## src/rtl/bit_clmul_multi_if.sv

```systemverilog
// Handshake and operand bundle for the multi-cycle carry-less multiplier.
interface bit_clmul_multi_if #(
   parameter int XLEN = 32
);
   logic            enable;
   logic [1:0]      op;
   logic [XLEN-1:0] rdata1;
   logic [XLEN-1:0] rdata2;
   logic            clear;
   logic            busy;
   logic            ready;
   logic [XLEN-1:0] result;

   modport master (
      output enable, op, rdata1, rdata2, clear,
      input  busy, ready, result
   );

   modport slave (
      input  enable, op, rdata1, rdata2, clear,
      output busy, ready, result
   );
endinterface

```

## src/rtl/bit_clmul_multi.sv

```systemverilog
// Multi-cycle clmul/clmulh/clmulr, STEP multiplier bits per cycle.
// Define BIT_CLMUL_EARLY_EXIT_EN to leave RUN once remaining b bits are zero.
module bit_clmul_multi #(
   parameter int XLEN = 32,
   parameter int STEP = 1
) (
   input logic             clk,
   input logic             rst,
   bit_clmul_multi_if.slave bus
);
   localparam int N  = XLEN / STEP;
   localparam int CW = $clog2(N);

   localparam logic [1:0] IDLE = 2'd0;
   localparam logic [1:0] RUN  = 2'd1;
   localparam logic [1:0] DONE = 2'd2;

   logic [1:0]        state;
   logic [CW-1:0]     cnt;
   logic [2*XLEN-1:0] acc;
   logic [2*XLEN-1:0] a_sh;
   logic [XLEN-1:0]   b_sh;
   logic [1:0]        op_q;
   logic [2*XLEN-1:0] partial;
   logic [XLEN-1:0]   slice;
   logic              last;
   logic              run_end;

   // a_sh and b_sh advance by STEP so only the low STEP bits of b matter.
   always_comb begin
      partial = acc;
      for (int j = 0; j < STEP; j++) begin
         if (b_sh[j]) partial = partial ^ (a_sh << j);
      end
      last = (cnt == CW'(N - 1));
`ifdef BIT_CLMUL_EARLY_EXIT_EN
      run_end = last || ((b_sh >> STEP) == '0);
`else
      run_end = last;
`endif
   end

   always_comb begin
      unique case (op_q)
         2'b01:   slice = acc[2*XLEN-1:XLEN];
         2'b10:   slice = acc[2*XLEN-2:XLEN-1];
         default: slice = acc[XLEN-1:0];
      endcase
   end

   always_ff @(posedge clk) begin
      if (!rst) begin
         state      <= IDLE;
         cnt        <= '0;
         acc        <= '0;
         a_sh       <= '0;
         b_sh       <= '0;
         op_q       <= 2'b00;
         bus.result <= '0;
         bus.ready  <= 1'b0;
         bus.busy   <= 1'b0;
      end else if (bus.clear) begin
         state     <= IDLE;
         cnt       <= '0;
         acc       <= '0;
         bus.ready <= 1'b0;
         bus.busy  <= 1'b0;
      end else begin
         case (state)
            IDLE: begin
               bus.ready <= 1'b0;
               if (bus.enable && bus.op != 2'b11) begin
                  a_sh     <= {{XLEN{1'b0}}, bus.rdata1};
                  b_sh     <= bus.rdata2;
                  op_q     <= bus.op;
                  acc      <= '0;
                  cnt      <= '0;
                  state    <= RUN;
                  bus.busy <= 1'b1;
               end
            end
            RUN: begin
               acc  <= partial;
               a_sh <= a_sh << STEP;
               b_sh <= b_sh >> STEP;
               if (run_end) state <= DONE;
               else         cnt   <= cnt + CW'(1);
            end
            DONE: begin
               bus.result <= slice;
               bus.ready  <= 1'b1;
               bus.busy   <= 1'b0;
               state      <= IDLE;
            end
            default: begin
               state    <= IDLE;
               bus.busy <= 1'b0;
            end
         endcase
      end
   end
endmodule

```

## src/flat_wrapper.sv

```systemverilog
// flat-port wrapper written by rule: the top's interface ports become plain ports
module bit_clmul_multi_flat 
#(
   parameter int XLEN = 32,
   parameter int STEP = 1
)
  (clk, rst, bus_enable, bus_op, bus_rdata1, bus_rdata2, bus_clear, bus_busy, bus_ready, bus_result);
  bit_clmul_multi_if #(.XLEN(XLEN)) bus_i ();
  input logic clk;
  input logic rst;
  input wire logic [$bits(bus_i.enable)-1:0] bus_enable;
  input wire logic [$bits(bus_i.op)-1:0] bus_op;
  input wire logic [$bits(bus_i.rdata1)-1:0] bus_rdata1;
  input wire logic [$bits(bus_i.rdata2)-1:0] bus_rdata2;
  input wire logic [$bits(bus_i.clear)-1:0] bus_clear;
  output wire logic [$bits(bus_i.busy)-1:0] bus_busy;
  output wire logic [$bits(bus_i.ready)-1:0] bus_ready;
  output wire logic [$bits(bus_i.result)-1:0] bus_result;
  assign bus_i.enable = bus_enable;
  assign bus_i.op = bus_op;
  assign bus_i.rdata1 = bus_rdata1;
  assign bus_i.rdata2 = bus_rdata2;
  assign bus_i.clear = bus_clear;
  assign bus_busy = bus_i.busy;
  assign bus_ready = bus_i.ready;
  assign bus_result = bus_i.result;
  bit_clmul_multi #(.XLEN(XLEN), .STEP(STEP)) u_core (.clk(clk), .rst(rst), .bus(bus_i));
endmodule
```

## config.mk

```make
export PLATFORM = sky130hd
export DESIGN_NAME = bit_clmul_multi_flat
export DESIGN_NICKNAME = d
export VERILOG_FILES = /design/src/rtl/bit_clmul_multi_if.sv /design/src/rtl/bit_clmul_multi.sv /design/src/flat_wrapper.sv
export SDC_FILE = /design/constraint.sdc
export NUM_CORES = 1
export LEC_CHECK = 0
export ABC_AREA = 1
export BUFFER_PORTS_ARGS = -buffer_cell sky130_fd_sc_hd__buf_2
export CORE_UTILIZATION = 30
export CTS_CLUSTER_SIZE = 25
export DETAILED_ROUTE_END_ITERATION = 8
export MAX_ROUTING_LAYER = met4
export SLEW_MARGIN = 20
export SYNTH_ARGS = -nofsm -noshare
export SYNTH_HDL_FRONTEND = slang
export SYNTH_SLANG_ARGS = --single-unit
```

## constraint.sdc

```tcl
create_clock -name clk -period 3.5 [get_ports clk]
set_clock_uncertainty 0.1 [all_clocks]
set_input_delay 0.175 -clock clk [delete_from_list [all_inputs] [get_ports clk]]
set_output_delay 0.175 -clock clk [all_outputs]
set_load 0.02 [all_outputs]
```

# After elaboration in Yosys (flattened, before gate mapping)
# Index checks and enable logic that the tools add are counted.
[word_totals] latch_bits=0 ram_bits=0 reg_bits=203 input_bits=70 elab_cells=53 mem_bits_ro=0 mem_count=0 output_inout_bits=34
[classes] n_div=0 n_reduce_logical=12 magnitude_cmp=0 n_shift=0 n_eq_ne=10 bitwise=4 add_sub_neg=1 mul=0 muxes=17
[op_table] op="case mux 64 bit (2 select lines)" n=2
[op_table] op="2-to-1 mux 64 bit" n=3
[op_table] op="case mux 32 bit (2 select lines)" n=2
[op_table] op="XOR 64 bit" n=1
[op_table] op="2-to-1 mux 32 bit" n=1
[op_table] op="AND reduction 3 bit" n=4
[op_table] op="2-to-1 mux 5 bit" n=2
[op_table] op="case mux 5 bit (2 select lines)" n=1
[op_table] op="!= test 2 x 1 -> 1 bit (second input constant)" n=3
[op_table] op="AND reduction 2 bit" n=3
[op_table] op="adder 5 x 1 -> 5 bit (second input constant)" n=1
[op_table] op="== test 5 bit (second input constant)" n=1
[op_table] op="== test 2 x 1 -> 1 bit (second input constant)" n=2
[op_table] op="== test 2 bit (second input constant)" n=2
[op_table] op="2-to-1 mux 2 bit" n=2
[op_table] op="!= test 2 bit (second input constant)" n=2
[op_table] op="case mux 1 bit (2 select lines)" n=2
[op_table] op="case mux 2 bit (2 select lines)" n=1
[op_table] op="nonzero test 2 bit" n=2
[op_table] op="inverter 1 bit" n=3
[op_table] op="zero test 2 bit" n=1
[op_table] op="OR reduction 2 bit" n=1
[op_table] op="logical AND 1 bit" n=1
[op_table] op="2-to-1 mux 1 bit" n=1

# Longest topological paths before layout
[depth] word_depth=4 depth_mapped=10 ltp_nobuf=10

# Worst setup path before layout
# No wires, ideal clock.
[synth_timing] path_kind="reg2reg" start="register u_core.op_q[0]" end="register u_core.bus.result[0]" slack_ns=1.914 required_time_ns=3.284 path_buffers=2 setup_time_ns=0.116 path_stages_with_launch=8 arrival_time_ns=1.370 period_less_slack_ns=1.586 cell_sequence="dfxtp_1 -> inv_1 -> ha_1 -> clkbuf_1 -> buf_1 -> a21oi_1 -> nor2_1 -> nor2_1"
[synth_via] elab_chain_len=2 elab_cells_between_ends=3 cone_classes="eq/ne: 2; mux: 1"
[synth_lines] element="start, declared" line="bit_clmul_multi.sv:23" rtl="logic [1:0] op_q;"
[synth_lines] element="start signal, assigned" line="bit_clmul_multi.sv:75" rtl="op_q <= bus.op;"
[synth_lines] element="== test 2 bit or == test 2 x 1 -> 1 bit (tied branches)" line="bit_clmul_multi.sv:44" rtl="unique case (op_q)"
[synth_lines] element="case mux 32 bit (2 select lines) (*)" line="bit_clmul_multi.sv:44"
[synth_lines] element="end signal, assigned" line="bit_clmul_multi.sv:90" rtl="bus.result <= slice;"
[synth_lines] element="end, declared" line="bit_clmul_multi_if.sv:21" rtl="output busy, ready, result"
# Mark *: on every way between the ends. The rest lies on a longest branch, timed or not.
# A chain may end at the register's enable or synchronous reset.

# Worst setup path after layout
[layout_timing] start="register u_core.state[0]" end="register u_core.op_q[0]"
[layout_via] elab_chain_len=2
[layout_lines] element="start, declared" line="bit_clmul_multi.sv:18" rtl="logic [1:0] state;"
[layout_lines] element="start signal, assigned" line="bit_clmul_multi.sv:53" rtl="state <= IDLE;"
[layout_lines] element="start signal, assigned" line="bit_clmul_multi.sv:63" rtl="state <= IDLE;"
[layout_lines] element="start signal, assigned" line="bit_clmul_multi.sv:78" rtl="state <= RUN;"
[layout_lines] element="zero test 2 bit" line="bit_clmul_multi.sv:69" rtl="case (state)"
[layout_lines] element="AND reduction 3 bit (no source line)"
# No other way between the ends.

==> impl_results.md <==
- Area Growth Syn to Fin: 23.5%
- Pre-antenna DRT Iters: 5
- Slew at the pin closest to its max-slew limit: 0.844 ns
- Worst setup margin: 0.949 ns
- CP max FO: 7
- Post-route cell area: 0.0121 mm^2
- Fin. Hold Viols: 0
- Max Cap Violations: 0
- Hold WC Path Type: in -> reg
- Vias: 9,774
- Commonest non-fill, non-tap cells in the layout: nand2_1, nor2_1, dfxtp_1
- Clock Path Buffers: 3
- CP endpoint kind: flip-flop
- Largest net degree at the start of global routing: 127
- Top cell type by total area after synthesis: dfxtp_1
- Post-synth cell types: 22
- Antenna violations before repair: 0
- Dpl ws: 1.11 ns
- Commonest non-fill, non-tap cell in the layout: nand2_1
- CTS tree: yes
- Peak supply drop: 0.297 mV
- Fmax: 392 MHz
- I/O Pins: 104
- Clock sink count: 203
- Worst-skew pair later-pin latency: 0.52 ns
- CP required: 3.81 ns
- Vias in the first global route: 9,039
- Remaining Overflow, GRT: 0
- Routed len/inst: 12.1 um
- Critical Path AT: 2.86 ns
- CTS Buf Count: 24
- DR iter-0 viols: 748
- Final nets: 1,777
- Final worst-path cycle share: 0.729
- RSZ-0062 raised after global routing: no
- Cts hold-fix bufs: 71
- Post-synthesis net count: 1,665
- First-pass GRT wire length: 44,100 um
- Final setup fails: 0
- Site Rows: 65
- Die span in y: 182 um
- Number of synthesis warnings: 0
- Startpoint types: flip-flop
- Post-synthesis area per instance: 6.13 um^2
- Total wire length: 26,200 um
- Setup Fix Bufs, Post-CTS: 0
- Cell Area, Placed: 0.0105 mm^2
- Htree depth: 1
- Port Buf Inserts: 103
- Die width: 182 um
- Core area: 0.0318 mm^2
- Fin Setup TNS: 0 ns
- Worst-path clk slew: 0.06 ns
- DP Wirelength: 15,800 um
- Share of the synthesized area in the top cell type: 0.417
- Final Critical Period: 2.55 ns
- Initial Utilization: 0.307
- Antenna diodes: 0
- Max-slew violation total from the final report: 0
- DRC Markers: 0
- Root buffer cell: clkbuf_16
- Leakage: 5.37 nW
- Cts repair resizes: 0
- Max-slew headroom: 0.438
- Synth Instances: 1,591
- Via density: 4.54
- Share of layout cells above drive strength 1: 0.0971
- PwrDens: 471 mW/mm^2
- Dominant cells by area after synthesis: dfxtp_1, nand2_1, nor2_1
- Sequential fraction of the synthesis area: 0.417
- Critical path class: reg -> reg
- Die area: 0.0332 mm^2
- Total global-route track usage: 0.163
- Syn Std Cell Area: 0.00976 mm^2
- Synthesized flop and latch total: 203
- GPL Wtd Cong: 0.769
- Routed Antenna Nets: 0
- Status: finished clean
-- logic make-up (layout without fill, tap and decap cells) --
kind of cell             Yosys count  count (layout)  synth area share
AO/OA/AOI/OAI                    203             203             0.104
adder cells (fa/ha/maj)            4               4           0.00513
buffers and inverters            186             315            0.0804
flip-flops                       203             203             0.417
AND/OR/NAND/NOR                  995             995             0.394
-- cells in the mapped netlist --
library cell  instances
nand2_1             643
nor2_1              291
dfxtp_1             203
a21oi_1             108
o21ai_0              89
inv_1                83
nand3_1              52
buf_2                45
clkbuf_1             35
buf_1                11
buf_4                 8
o21ai_1               5
ha_1                  4
inv_2                 4
nand2_2               2
nor3_1                2
a22oi_1               1
nand3_2               1
nand3b_1              1
nand4_1               1
nor2_4                1
nor3_4                1
-- where the power goes --
| group | switching [mW] | internal [mW] |
|---|---|---|
| Sequential | 0.0523 | 2.39 |
| Clock | 1.00 | 1.60 |
| Combinational | 0.399 | 0.231 |
-- critical path: stages (launching register included) --
cell and delay, ns:
dfxtp_1 0.39, nor2_1 0.19, nand3_2 0.21, nor2_1 0.26, nand2_1 0.08, dlygate4sd3_1 0.57, nand2_1 0.06, nor2_1 0.04
dlygate4sd3_1 0.54
-- area by class of cell --
cell class,instances,area [um^2]
flip-flops and latches,203,4060
inverters,87,327
multi-input cells,1202,4930
clock buffers,31,688
well taps,435,544
clock inverters,12,135
fillers,3378,19700
repair buffers,185,1370
-- routing by layer --
| layer | up-vias | track usage | part of all wire |
|---|---|---|---|
| met5 | - | - | 0 |
| met4 | 0 | 0.0477 | 0.023 |
| met3 | 42 | 0.0210 | 0.043 |
| met2 | 210 | 0.253 | 0.43 |
| met1 | 4400 | 0.220 | 0.50 |
| li1 | 5122 | - | - |
-- sequential cells by signal (all words and copies together) (netlist names) --
| signal | flops |
|---|---|
| u_core.a_sh | 64 |
| u_core.acc | 64 |
| u_core.b_sh | 32 |
| u_core.bus.result | 32 |
| u_core.cnt | 5 |
| u_core.op_q | 2 |
| u_core.state | 2 |
| u_core.bus.busy | 1 |
| u_core.bus.ready | 1 |
-- per-stage QoR --
| stage | utilization | cells | hold WS [ns] | power, mW |
|---|---|---|---|---|
| after floorplan | - | 1591 | 0.268 | 2.91 |
| after global placement | 0.331 | 2041 | 0.362 | 3.05 |
| after detailed placement | 0.331 | 2041 | 0.358 | 3.06 |
| after CTS | 0.379 | 2155 | 0.0200 | 5.74 |
| after global routing | 0.379 | 2155 | 0.0386 | 5.96 |
| final | 0.379 | 2155 | 0.0276 | 5.68 |
-- final timing paths --
kind / startpoint / end / slack, ns / cells after the start
min: bus_rdata1[31] / u_core.a_sh[31] / 0.03 / 5
max: u_core.state[0] / u_core.op_q[0] / 0.95 / 8
min reg2reg: u_core.bus.busy / u_core.bus.busy / 0.37 / 2
max reg2reg: u_core.state[0] / u_core.op_q[0] / 0.95 / 8
Power figures use the tool's default switching activity.
